<file path="src/rtl/apb_pkg.sv">
// Shared types and default widths for the zero-wait-state APB completer.
// The FSM encoding is also visible on the debug state output of the top.
package apb_pkg;

    typedef enum logic [1:0] {
        IDLE   = 2'd0,
        SETUP  = 2'd1,
        ACCESS = 2'd2
    } apb_state_e;

    localparam int DEFAULT_ADDR_WIDTH = 8;
    localparam int DEFAULT_DATA_WIDTH = 32;
    localparam int DEFAULT_MEM_DEPTH  = 64;

endpackage

</file>
<file path="src/rtl/apb_regfile.sv">
// Word-addressed register array with asynchronous clear.
// Provides one synchronous write port and one combinational read port.
module apb_regfile #(
    parameter int DATA_WIDTH = 32,
    parameter int MEM_DEPTH  = 64,
    parameter int IDX_WIDTH  = (MEM_DEPTH > 1) ? $clog2(MEM_DEPTH) : 1
) (
    input  logic                  clk,
    input  logic                  rst,
    input  logic                  wr_en,
    input  logic [IDX_WIDTH-1:0]  wr_idx,
    input  logic [DATA_WIDTH-1:0] wr_data,
    input  logic [IDX_WIDTH-1:0]  rd_idx,
    output logic [DATA_WIDTH-1:0] rd_data
);

    logic [DATA_WIDTH-1:0] mem [MEM_DEPTH];

    always_ff @(posedge clk or posedge rst) begin
        if (rst) begin
            for (int i = 0; i < MEM_DEPTH; i++) begin
                mem[i] <= '0;
            end
        end else if (wr_en) begin
            mem[wr_idx] <= wr_data;
        end
    end

    assign rd_data = mem[rd_idx];

endmodule

</file>
<file path="src/rtl/apb_modport_slave.sv">
// Zero-wait-state APB completer in front of a register file.
// Out-of-range indices and ENABLE without a preceding SETUP return PSLVERR.
module apb_modport_slave
    import apb_pkg::*;
#(
    parameter int ADDR_WIDTH = DEFAULT_ADDR_WIDTH,
    parameter int DATA_WIDTH = DEFAULT_DATA_WIDTH,
    parameter int MEM_DEPTH  = DEFAULT_MEM_DEPTH
) (
    input  logic                  PCLK,
    input  logic                  PRESET,
    input  logic                  PSEL,
    input  logic                  PENABLE,
    input  logic [ADDR_WIDTH-1:0] PADDR,
    input  logic                  PWRITE,
    input  logic [DATA_WIDTH-1:0] PWDATA,
    output logic [DATA_WIDTH-1:0] PRDATA,
    output logic                  PREADY,
    output logic                  PSLVERR,
    output logic [1:0]            fsm_state
);

    localparam int IDX_WIDTH = (MEM_DEPTH > 1) ? $clog2(MEM_DEPTH) : 1;

    // Handshake: a transfer is a SETUP cycle (PSEL & !PENABLE) followed by one
    // ACCESS cycle (PSEL & PENABLE); PREADY is high in every ACCESS cycle, so
    // each transfer completes in exactly two cycles with no wait states.

    apb_state_e            state_q;
    logic                  setup_cyc;
    logic                  access_cyc;
    logic                  addr_err;
    logic                  proto_err;
    logic                  wr_en;
    logic                  rd_load;
    logic [DATA_WIDTH-1:0] rd_data;

    assign setup_cyc  = PSEL & ~PENABLE;
    assign access_cyc = PSEL & PENABLE;
    assign addr_err   = (PADDR >= ADDR_WIDTH'(MEM_DEPTH));
    // The state register lags the bus by one cycle, so a legal ENABLE sees SETUP.
    assign proto_err  = access_cyc & (state_q != SETUP);

    assign PREADY    = access_cyc;
    assign PSLVERR   = PREADY & (addr_err | proto_err);
    assign fsm_state = state_q;

    assign wr_en   = access_cyc & PWRITE & ~addr_err & ~proto_err;
    assign rd_load = setup_cyc & ~PWRITE;

    always_ff @(posedge PCLK or posedge PRESET) begin
        if (PRESET) begin
            state_q <= IDLE;
        end else begin
            case (state_q)
                IDLE:    state_q <= setup_cyc ? SETUP : IDLE;
                SETUP:   state_q <= ACCESS;
                ACCESS:  state_q <= setup_cyc ? SETUP : IDLE;
                default: state_q <= IDLE;
            endcase
        end
    end

    always_ff @(posedge PCLK or posedge PRESET) begin
        if (PRESET) begin
            PRDATA <= '0;
        end else if (rd_load) begin
            PRDATA <= addr_err ? '0 : rd_data;
        end
    end

    apb_regfile #(
        .DATA_WIDTH (DATA_WIDTH),
        .MEM_DEPTH  (MEM_DEPTH),
        .IDX_WIDTH  (IDX_WIDTH)
    ) u_regfile (
        .clk     (PCLK),
        .rst     (PRESET),
        .wr_en   (wr_en),
        .wr_idx  (PADDR[IDX_WIDTH-1:0]),
        .wr_data (PWDATA),
        .rd_idx  (PADDR[IDX_WIDTH-1:0]),
        .rd_data (rd_data)
    );

endmodule

</file>
<file path="config.mk">
export PLATFORM = sky130hd
export DESIGN_NAME = apb_modport_slave
export DESIGN_NICKNAME = d
export VERILOG_FILES = /design/src/rtl/apb_pkg.sv /design/src/rtl/apb_regfile.sv /design/src/rtl/apb_modport_slave.sv
export SDC_FILE = /design/constraint.sdc
export NUM_CORES = 2
export LEC_CHECK = 0
export CAP_MARGIN = 20
export CORE_ASPECT_RATIO = 0.6
export CORE_UTILIZATION = 56
export DETAILED_ROUTE_END_ITERATION = 10
export GPL_ROUTABILITY_DRIVEN = 0
export MAX_ROUTING_LAYER = met4
export PLACE_DENSITY = 0.79
export SLEW_MARGIN = 10
export SYNTH_ARGS = -nofsm -noshare
export SYNTH_HDL_FRONTEND = slang
export SYNTH_HIERARCHICAL = 1
export SYNTH_SLANG_ARGS = --single-unit
</file>
<file path="constraint.sdc">
create_clock -name PCLK -period 163.7 [get_ports PCLK]
set_input_delay 49.11 -clock PCLK [delete_from_list [all_inputs] [get_ports PCLK]]
set_output_delay 49.11 -clock PCLK [all_outputs]
set_load 0.01 [all_outputs]
</file>
==> metrics.yaml <==
run_status: "completed"
reg2reg_depth: 6
worst_setup_path_end_kind: "output port"
wire_per_inst_um: 30.7
max-cap-violations: 0
cts_sinks: 2082
r2r-start: "fsm_state[1]"
final_cell_area_mm2: 0.103
cts_tree: "yes"
max_fclk_mhz: 10.0
synth_cells: 5776
power_frac_seq_pct: 50.3
synth_area_per_cell_um2: 16.3
die_height_um: 320
grt_overflow: 0
finClkSkew_ns: 0.0447
synth.ff_latch_count: 2082
ant_nets: 0
postCtsResizedCells: 0
finalWirelength_mm: 246
total_power_w: 0.00103
postSynth.topFlopCell: "dfrtp_1"
postPlaceCellArea_mm2: 0.0968
cp-start-kind: "input port"
ctsHtreeMaxLevel: 4
relSlewSlack_pct: 26.0
worst_hold_startpoint: "fsm_state[1]"
criticalPathCategory: "input port to output port"
cts-buffers-inserted: 192
synth_cell_types: 39
use_met3_pct: 6.99
finalCritPeriodShare_pct: 60.9
placement.io_buffers: 80
layout_cells_sized_above_1_pct: 56.7
clock_tree.root_cell: "clkbuf_16"
synthTopCellsByArea: "dfrtp_1 55%, mux2_2 25%, mux4_2 14%"
portion_of_total_power_attributed_to_combinational_logic_pct: 4.8
placeableCoreArea_mm2: 0.167
gr-usage-met2_pct: 43.8
regToRegEndpoint: "u_regfile/mem[527]"
critPathSlowestCell: "buf_2"
grt_pass1_wl_mm: 374
timing.reg2reg.setup_slack_ns: 159.49
ys_async_sr_fraction_pct: 100
path_cells: "buf_2, nor4b_1, nor2b_1, clkdlybuf4s50_1"
num-nets-final: 5664
globalRouteTotalUtil_pct: 30.4
num-fill-cells: 11700
worstSkewPairLatency_ns: 0.85
clockBufferDepth: 4
final_period_minus_worst_setup_slack_ns: 99.73
p_leak_nw: 50.3
synth_warnings: 6
vias: 52900
power.switching_fraction_pct: 22.8
drc: 0
ys_top_cells_by_count: "2095 x mux2_2, 2082 x dfrtp_1, 597 x mux4_2"
yosysMostFrequentCell: "mux2_2"
vias_per_cell: 6.61
setup_viol: 0
final_max_slew_viol_count: 0
cts_hold_buf: 0
die_width_um: 532
final-hold-violation-count: 0
critPathMaxFanout: 33
setup_tns_ns: 0
post_synth_instance_area_mm2: 0.0943
dpl.hpwl_mm: 137
synth_seq_area_share_pct: 55.3
synth_largest_type_area_fraction_pct: 55.3
io-pin-count: 81
layout_setup_ws_ns: 63.97
rsz0062_at_grt: "no"
timing.hold.worst_path_depth: 1
clock_power_share_pct: 44.9
synth_area_leader_cell: "dfrtp_1"
row_count: 116
syn2layout_area_growth_pct: 9.73
clkTransAtPathRegs_ns: 0.07
worst_slew_pin_slew_ns: 1.11
whs_endpoint: "fsm_state[1]"
drt_iter0_drc: 5182
p_per_area_mw_per_mm2: 9.94
grt_util_met1_pct: 43.9
grt_pass1_vias: 55800
worst_hold_path_type: "flip-flop to flip-flop"
required_ns: 114.59
slowest_delay_ns: 0.61
total_switching_power_w: 0.000235
synth.net_count: 5821
power.ir.vdd_worst_mv: 0.00909
synth_enable_flop_cells: 0
initial_utilization_pct: 56.5
place_ws_ns: 64.02
crit_arrival_ns: 50.62
dieArea_mm2: 0.170
finalCoreUtilization_pct: 62.0
grt_max_degree: 173
grt.busiest_layer: "met1"
initial_antenna_violation_count: 8
firstDrtPassIters: 7
post_cts_buffers: 0
cell_int_power_w: 0.000793
power groups by stage:
| stage | clock network, W | logic [W] | registers, W |
|---|---|---|---|
| global placement | 0 | 0.0000477 | 0.000527 |
| global route | 0.000488 | 0.0000530 | 0.000517 |
| CTS | 0.000467 | 0.0000487 | 0.000517 |
| finish | 0.000461 | 0.0000493 | 0.000518 |
| detailed placement | 0 | 0.0000486 | 0.000527 |
| floorplan | 0 | 0.0000321 | 0.000529 |
per-layer routing:
layer / vias to the layer above / wire length [um]
li1: 21200 / -
met1: 29400 / 108000
met2: 1872 / 111000
met3: 411 / 20400
met4: 0 / 6370
met5: - / 0
sequential cells by signal (all words and copies together), names as in the netlist:
signal,count
fsm_state,2
u_regfile/mem,2048
PRDATA,32
cells in the final DEF, fill, tap and decap left out, drive strengths merged, types with 2 or more instances in the layout:
cell and instances:
buf 204, o211ai 16, nor3b 35, clkbuf 279
clkinv 34, a21oi 38, nand2b 12, mux4 597
clkinvlp 5, nor2 39, a211oi 19, diode 6
and3b 2, and2 4, nand3 8, mux2i 74
nand2 69, inv 5, dfrtp 2082, nor3 7
and3 2, o22ai 11, or2 3, or3b 2
clkdlybuf4s50 40, a22oi 17, nor2b 25, a221o 8
mux2 2097, bufinv 16
kinds of logic after synthesis:
| logic type | share of synthesized area [%] |
|---|---|
| multiplexers | 40.1 |
| flip-flops | 55.3 |
| buffers and inverters | 2.67 |
| AND/OR/NAND/NOR | 1.17 |
| AO/OA/AOI/OAI | 0.816 |
worst max path at each step:
stage	cells after the start	to	startpoint
after floorplan	1	u_regfile/mem[0]	PRESET
after global placement	4	PSLVERR	PADDR[6]
after detailed placement	4	PSLVERR	PADDR[6]
after CTS	4	PSLVERR	PADDR[6]
after global routing	4	PSLVERR	PADDR[6]
final	4	PSLVERR	PADDR[6]
through the flow:
| stage | instances | hold WS, ns |
|---|---|---|
| finish | 8007 | 0.461 |
| detailed placement | 7653 | 0.454 |
| CTS | 7987 | 0.464 |
| global route | 8005 | 0.489 |
| global placement | 7651 | 0.441 |
| floorplan | 5776 | 0.474 |
critical path: cells and delay by family:
family                 cells  cell delay, ns
buffers and inverters      2            1.16
and+or+nand+nor            2            0.33
layout make-up:
cell class	instances	area (um^2)	share of cell area [%]
flip-flops and latches	2082	52100	50.4
multi-input cells	3094	40000	38.7
clock buffers	276	5620	5.43
well taps	2242	2810	2.71
repair buffers	247	2160	2.09
clock inverters	58	752	0.727
inverters	2	15.0	0.0145
diodes	6	15.0	0.0145
Note: power is estimated with default switching activity, not from simulation.
